==> config.mk <==
export PLATFORM = sky130hd
export DESIGN_NAME = mod5_pointer_unit
export DESIGN_NICKNAME = d
export VERILOG_FILES = /design/src/rtl/mod5_pointer_unit.sv
export SDC_FILE = /design/constraint.sdc
export NUM_CORES = 1
export LEC_CHECK = 0
export ABC_AREA = 1
export CAP_MARGIN = 0
export CORE_AREA = 2 2 39 41
export DETAILED_ROUTE_END_ITERATION = 6
export DIE_AREA = 0 0 41 43
export GPL_TIMING_DRIVEN = 1
export PLACE_DENSITY = 0.77
export SLEW_MARGIN = 20
export SYNTH_ARGS = -nofsm -noshare
export SYNTH_HDL_FRONTEND = slang
export SYNTH_SLANG_ARGS = --single-unit
export TNS_END_PERCENT = 10
==> constraint.sdc <==
create_clock -name CLK -period 4.9 [get_ports CLK]
set_input_delay 0.98 -clock CLK [delete_from_list [all_inputs] [get_ports CLK]]
set_output_delay 0.98 -clock CLK [all_outputs]
set_load 0.005 [all_outputs]
==> src/rtl/mod5_pointer_unit.sv <==
// Mod-5 arithmetic unit: combinational residue outputs plus a registered wrap-around pointer.
// Optional feature: define MOD5_SUB_EN to add the DIFF output ((A - B) mod 5).
`timescale 1ns/1ps
module mod5_pointer_unit #(
    parameter logic [2:0] PTR_INIT = 3'd0
) (
    input  logic       CLK,
    input  logic       RESET,
    input  logic [2:0] A,
    input  logic [2:0] B,
    input  logic       INC,
    input  logic       DEC,
    output logic [2:0] RED,
    output logic [2:0] SUM,
    output logic [2:0] NEXT,
    output logic [2:0] PREV,
    output logic [2:0] PTR
`ifdef MOD5_SUB_EN
    ,
    output logic [2:0] DIFF
`endif
);

    // Reduces 0..15 to its residue; the carry bit of a 3-bit sum is kept as bit 3.
    function automatic logic [2:0] mod5_reduce(input logic [3:0] v);
        logic [2:0] r;
        case (v)
            4'd0, 4'd5, 4'd10, 4'd15: r = 3'd0;
            4'd1, 4'd6, 4'd11:        r = 3'd1;
            4'd2, 4'd7, 4'd12:        r = 3'd2;
            4'd3, 4'd8, 4'd13:        r = 3'd3;
            4'd4, 4'd9, 4'd14:        r = 3'd4;
            default:                  r = 3'd0;
        endcase
        return r;
    endfunction

    // Unreachable codes 5..7 fall back to 0 so a corrupted pointer self-recovers.
    function automatic logic [2:0] mod5_next(input logic [2:0] r);
        logic [2:0] n;
        case (r)
            3'd0:    n = 3'd1;
            3'd1:    n = 3'd2;
            3'd2:    n = 3'd3;
            3'd3:    n = 3'd4;
            default: n = 3'd0;
        endcase
        return n;
    endfunction

    function automatic logic [2:0] mod5_prev(input logic [2:0] r);
        logic [2:0] p;
        case (r)
            3'd0:    p = 3'd4;
            3'd1:    p = 3'd0;
            3'd2:    p = 3'd1;
            3'd3:    p = 3'd2;
            3'd4:    p = 3'd3;
            default: p = 3'd0;
        endcase
        return p;
    endfunction

    logic [2:0] red_a_s;
    logic [2:0] ptr_q;
    logic [2:0] ptr_d;

    // Combinational residue outputs derived from A and B.
    always_comb begin
        red_a_s = mod5_reduce({1'b0, A});
        RED     = red_a_s;
        SUM     = mod5_reduce({1'b0, A} + {1'b0, B});
        NEXT    = mod5_next(red_a_s);
        PREV    = mod5_prev(red_a_s);
    end

`ifdef MOD5_SUB_EN
    logic [2:0] red_b_s;

    // Difference is formed as RED(A) + 5 - RED(B), always within 1..9 before reduction.
    always_comb begin
        red_b_s = mod5_reduce({1'b0, B});
        DIFF    = mod5_reduce({1'b0, red_a_s} + 4'd5 - {1'b0, red_b_s});
    end
`endif

    // Pointer next state; simultaneous or absent requests hold.
    always_comb begin
        ptr_d = ptr_q;
        case ({INC, DEC})
            2'b10:   ptr_d = mod5_next(ptr_q);
            2'b01:   ptr_d = mod5_prev(ptr_q);
            default: ptr_d = ptr_q;
        endcase
    end

    // Pointer register with asynchronous reset to PTR_INIT.
    always_ff @(posedge CLK or posedge RESET) begin
        if (RESET) begin
            ptr_q <= PTR_INIT;
        end else begin
            ptr_q <= ptr_d;
        end
    end

    assign PTR = ptr_q;

endmodule

== Word level (Yosys, flattened, before mapping) ==
Memories as Yosys holds them, arrays and structs flattened.
Index checks and enable logic that the tools add are counted.
Cells by class
  add/subtract/negate cells: 1
  eq/ne operators: 10
  multiplexer cells: 5
  reduce and logical (&&, ||, !) cells: 3
Operators with widths (count)
  one-hot mux 3 bit (4 select lines): 4
  equality test 3 x 2 -> 1 bit (second input constant): 4
  equality test 3 x 1 -> 1 bit (second input constant): 2
  equality test 3 bit (second input constant): 2
  logical NOT 3 bit: 2
  one-hot mux 3 bit (2 select lines): 1
  adder 3 x 3 -> 4 bit: 1
  equality test 2 x 1 -> 1 bit (second input constant): 1
  equality test 2 bit (second input constant): 1
  nonzero test 2 bit: 1
Storage, ports and cells
  register bits: 3
  memory bits (read-only): 72
  input port bits: 10
  output and inout bits: 15
  word-level logic and storage cells: 22
  memories kept: 2
Memory list
  (name not given): depth 16, width 3, rd ports 1, clocked after Yosys merged registers in 0, wr ports 0, RTL line 27  | case (v)
  (name not given): depth 8, width 3, rd ports 1, clocked after Yosys merged registers in 0, wr ports 0, RTL line 27

== Logic depth before layout (Yosys ltp) ==
  depth after elaboration: 3
  mapped depth: 10

== Worst setup path before layout ==
No wires, ideal clock.
  kind: input to output
  from: input port A[0]
  to: output port SUM[0]
  arrival time: 2.058 ns
  required time: 3.920 ns
  path slack: 1.862 ns
  stages on the path: 10
  cell sequence: ha_1 > inv_1 > fa_1 > inv_1 > nand2_1 > nand2_1 > nand2_1 > nand2_1 > nand2_1 > nand2_1
Between the ends
  cells in the longest elaborated chain, start to end: 2
RTL lines
  start, declared: RTL line 9  | input logic [2:0] A,
  adder 3 x 3 -> 4 bit: RTL line 72  | SUM = mod5_reduce({1'b0, A} + {1'b0, B});
  memory (16 x 3 bit)
  end, declared: RTL line 14  | output logic [2:0] SUM,
No other way between the ends.

== Final worst setup path ==
Same ends and word-level chain as after synthesis.

==> results_dict.tcl <==
set metrics [dict create \
    drcViolationCount 0 \
    detail-route-antenna-nets 0 \
    p_per_area_mw_per_mm2 287.3 \
    synth_nets 111 \
    dp_hpwl_um 1113 \
    grt_max_degree 7 \
    multi_input_area_um2 352.8 \
    skew_ns 0.001703 \
    ios 25 \
    internal_power_uw 136.8 \
    gp_congestion 0.8552 \
    cts_root_buf "clkbuf_4" \
    cellLeakagePower_nw 0.4616 \
    status "finished clean" \
    yosysTopAreaCellShare_pct 26.47 \
    synth_common_cells "nand2_1, inv_1, nand3_1" \
    cts_tree "yes" \
    largest_register_ffs 3 \
    finalSetupTns_ns 0 \
    ctsHoldBuffers 0 \
    dr.first_iter.drc_count 17 \
    worst_path_max_delay_cell "fa_1" \
    dr.pass1.iters 4 \
    hold_violations 0 \
    register_area_um2 75.07 \
    yosysTopAreaCell "nand2_1" \
    die_y_um 43 \
    swShare_pct 40.28 \
    clock.fmax_ghz 0.2395 \
    numCtsBuffers 3 \
    nFillCells 138 \
    cts_resized 0 \
    numClockSinks 3 \
    p_total_uw 229.0 \
    worstHoldPathType "reg -> reg" \
    diodes 0 \
    num_rows 14 \
    fin_cells 140 \
    ys_warn_count 0 \
    slowest_delay_ns 0.56 \
    crit_chain "clkdlybuf4s50_1 > ha_1 > inv_1 > fa_1 > nand2_1 > inv_1 > nand3_1 > nand2_1 > nand2_1 > nand2_1 > clkdlybuf4s50_1" \
    tightest_slew_ns 0.2271 \
    netlist_instances 96 \
    vias 650 \
    min_period_ns 4.176 \
    cp-end-kind "primary output" \
    ys_top_cells_by_area "nand2_1, inv_1, dfrtp_1" \
    grt.overflow.total 0 \
    postCtsSetupRepairBufs 0 \
    synthArstFlopShare_pct 100.0 \
    grtUsageMet1_pct 19.54 \
    required_ns 3.92 \
    cp_top_family "buffers and inverters" \
    top_usage_layer "met2" \
    p_comb_share_pct 59.3 \
    grt_pass1_wl_um 2201 \
    pre_cts_ws_ns 0.7334 \
    use_met2_pct 31.87 \
    coreArea_mm2 0.001384 \
    synth.most_common_cell "nand2_1" \
    synth_edf_count 0 \
    grt_use_total_pct 17.84 \
    initial_core_util_pct 36.89 \
    finalWorstSetupSlack_ns 0.7240 \
    power.switching_uw 92.22 \
    ys_ff_latch 3 \
    clkTransAtPathRegs_ns 0.03 \
    syn_to_final_growth_pct 56.13 \
    grt_pass1_vias 580 \
    synth-main-ff-cell "dfrtp_1" \
    clockBufferDepth 2 \
    slew_violations 0 \
    cp.arrival_ns 3.20 \
    die_area_mm2 0.001763 \
    layout.nets 140 \
    worst_setup_path_start_kind "primary input" \
    antenna_found_initial 0 \
    drt_wl_total_um 1325 \
    drv_cap 0 \
    relSlewSlack_pct 84.80 \
    use_met3_pct 1.571 \
    synth_area_um2 510.5 \
    crit_type "in -> out" \
    pwr-share-clk_pct 18.6 \
    drt-wirelength-per-cell_um 9.464 \
    critPathMaxFanout 5 \
    die_x_um 41 \
    crit_buf_inv 4 \
    min_period_over_period_pct 85.22 \
    irDropWorstVdd_mv 0.1925 \
    drive_above_1_share_pct 5.645 \
    clk_latency_ns 0.23 \
    htreeDepth 1 \
    synth_cell_types 16 \
    dp.cells 136 \
    finalSetupViolCount 0 \
    via_per_inst 4.643 \
    io_buffers 24 \
    syn-mean-instance-area_um2 5.318 \
    ys_seq_area_share_pct 14.71 \
    cp_common_cell "nand2_1" \
    rsz0062_at_grt "false" \
    seq_power_share_pct 22.1 \
    holdWs_ns 0.5802 \
]
==> stage by stage <==
step	area [um2]	util (%)
finish	797.0	57.59
global route	797.0	57.59
CTS	797.0	57.59
detailed placement	770.7	55.70
global placement	770.7	55.70
floorplan	510.5	-
==> per-layer routing <==
layer  vias up  share of wire (%)
met5         -                  0
met4         0                  0
met3         0                2.9
met2        14                 55
met1       293                 42
li1        343                  -
==> layout make-up <==
cell class	count	area share, %
clock buffer	4	3.297
inverter	22	10.36
multi-input combinational	71	44.27
sequential	3	9.419
tap	16	2.512
timing repair buffer	24	30.14
==> worst min-delay path, stage by stage (launching register included) <==
cell     delay [ns]
dfrtp_1        0.40
nand2_1        0.08
nand2_1        0.06
==> path summary, 6_finish.rpt <==
path | from | to | slack [ns] | cells past startpoint
worst max-delay path | A[0] | SUM[0] | 0.72 | 11
worst min-delay path | PTR[1] | PTR[1] | 0.58 | 2
worst max register to register | PTR[0] | PTR[1] | 3.96 | 5
worst min register to register | PTR[1] | PTR[1] | 0.58 | 2
max in group asynchronous | RESET | PTR[0] | 3.86 | 2
min in group asynchronous | RESET | PTR[2] | 0.91 | 2
==> cell usage in the layout, fill, tap and decap left out, drive strengths merged <==
cell / Yosys / final
ha: 4 / 4
fa: 1 / 1
clkdlybuf4s50: 0 / 24
nor3: 1 / 1
nand2: 38 / 38
a21oi: 2 / 2
inv: 22 / 22
o21ai: 3 / 3
nand3: 10 / 10
nor2: 10 / 10
dfrtp: 3 / 3
xor2: 1 / 1
clkbuf: 0 / 4
nand4: 1 / 1
==> power by group through the flow <==
stage,Clock [mW],Combinational (mW),Sequential (mW)
final,0.0426,0.136,0.0507
after global routing,0.0474,0.153,0.0529
after CTS,0.0448,0.137,0.0509
after detailed placement,0,0.135,0.0501
after global placement,0,0.131,0.0506
after floorplan,0,0.0723,0.0489
==> cells by family after synthesis <==
| group | count (synthesis) | synth area share [%] |
|---|---|---|
| DFF | 3 | 14.71 |
| xor gates and xnor gates | 1 | 1.716 |
| buffers and inverters | 22 | 16.18 |
| and+or+nand+nor | 60 | 48.77 |
| AOI/OAI and AO/OA | 5 | 4.901 |
| adders and majority gates | 5 | 13.73 |
Power figures use the tool's default switching activity.
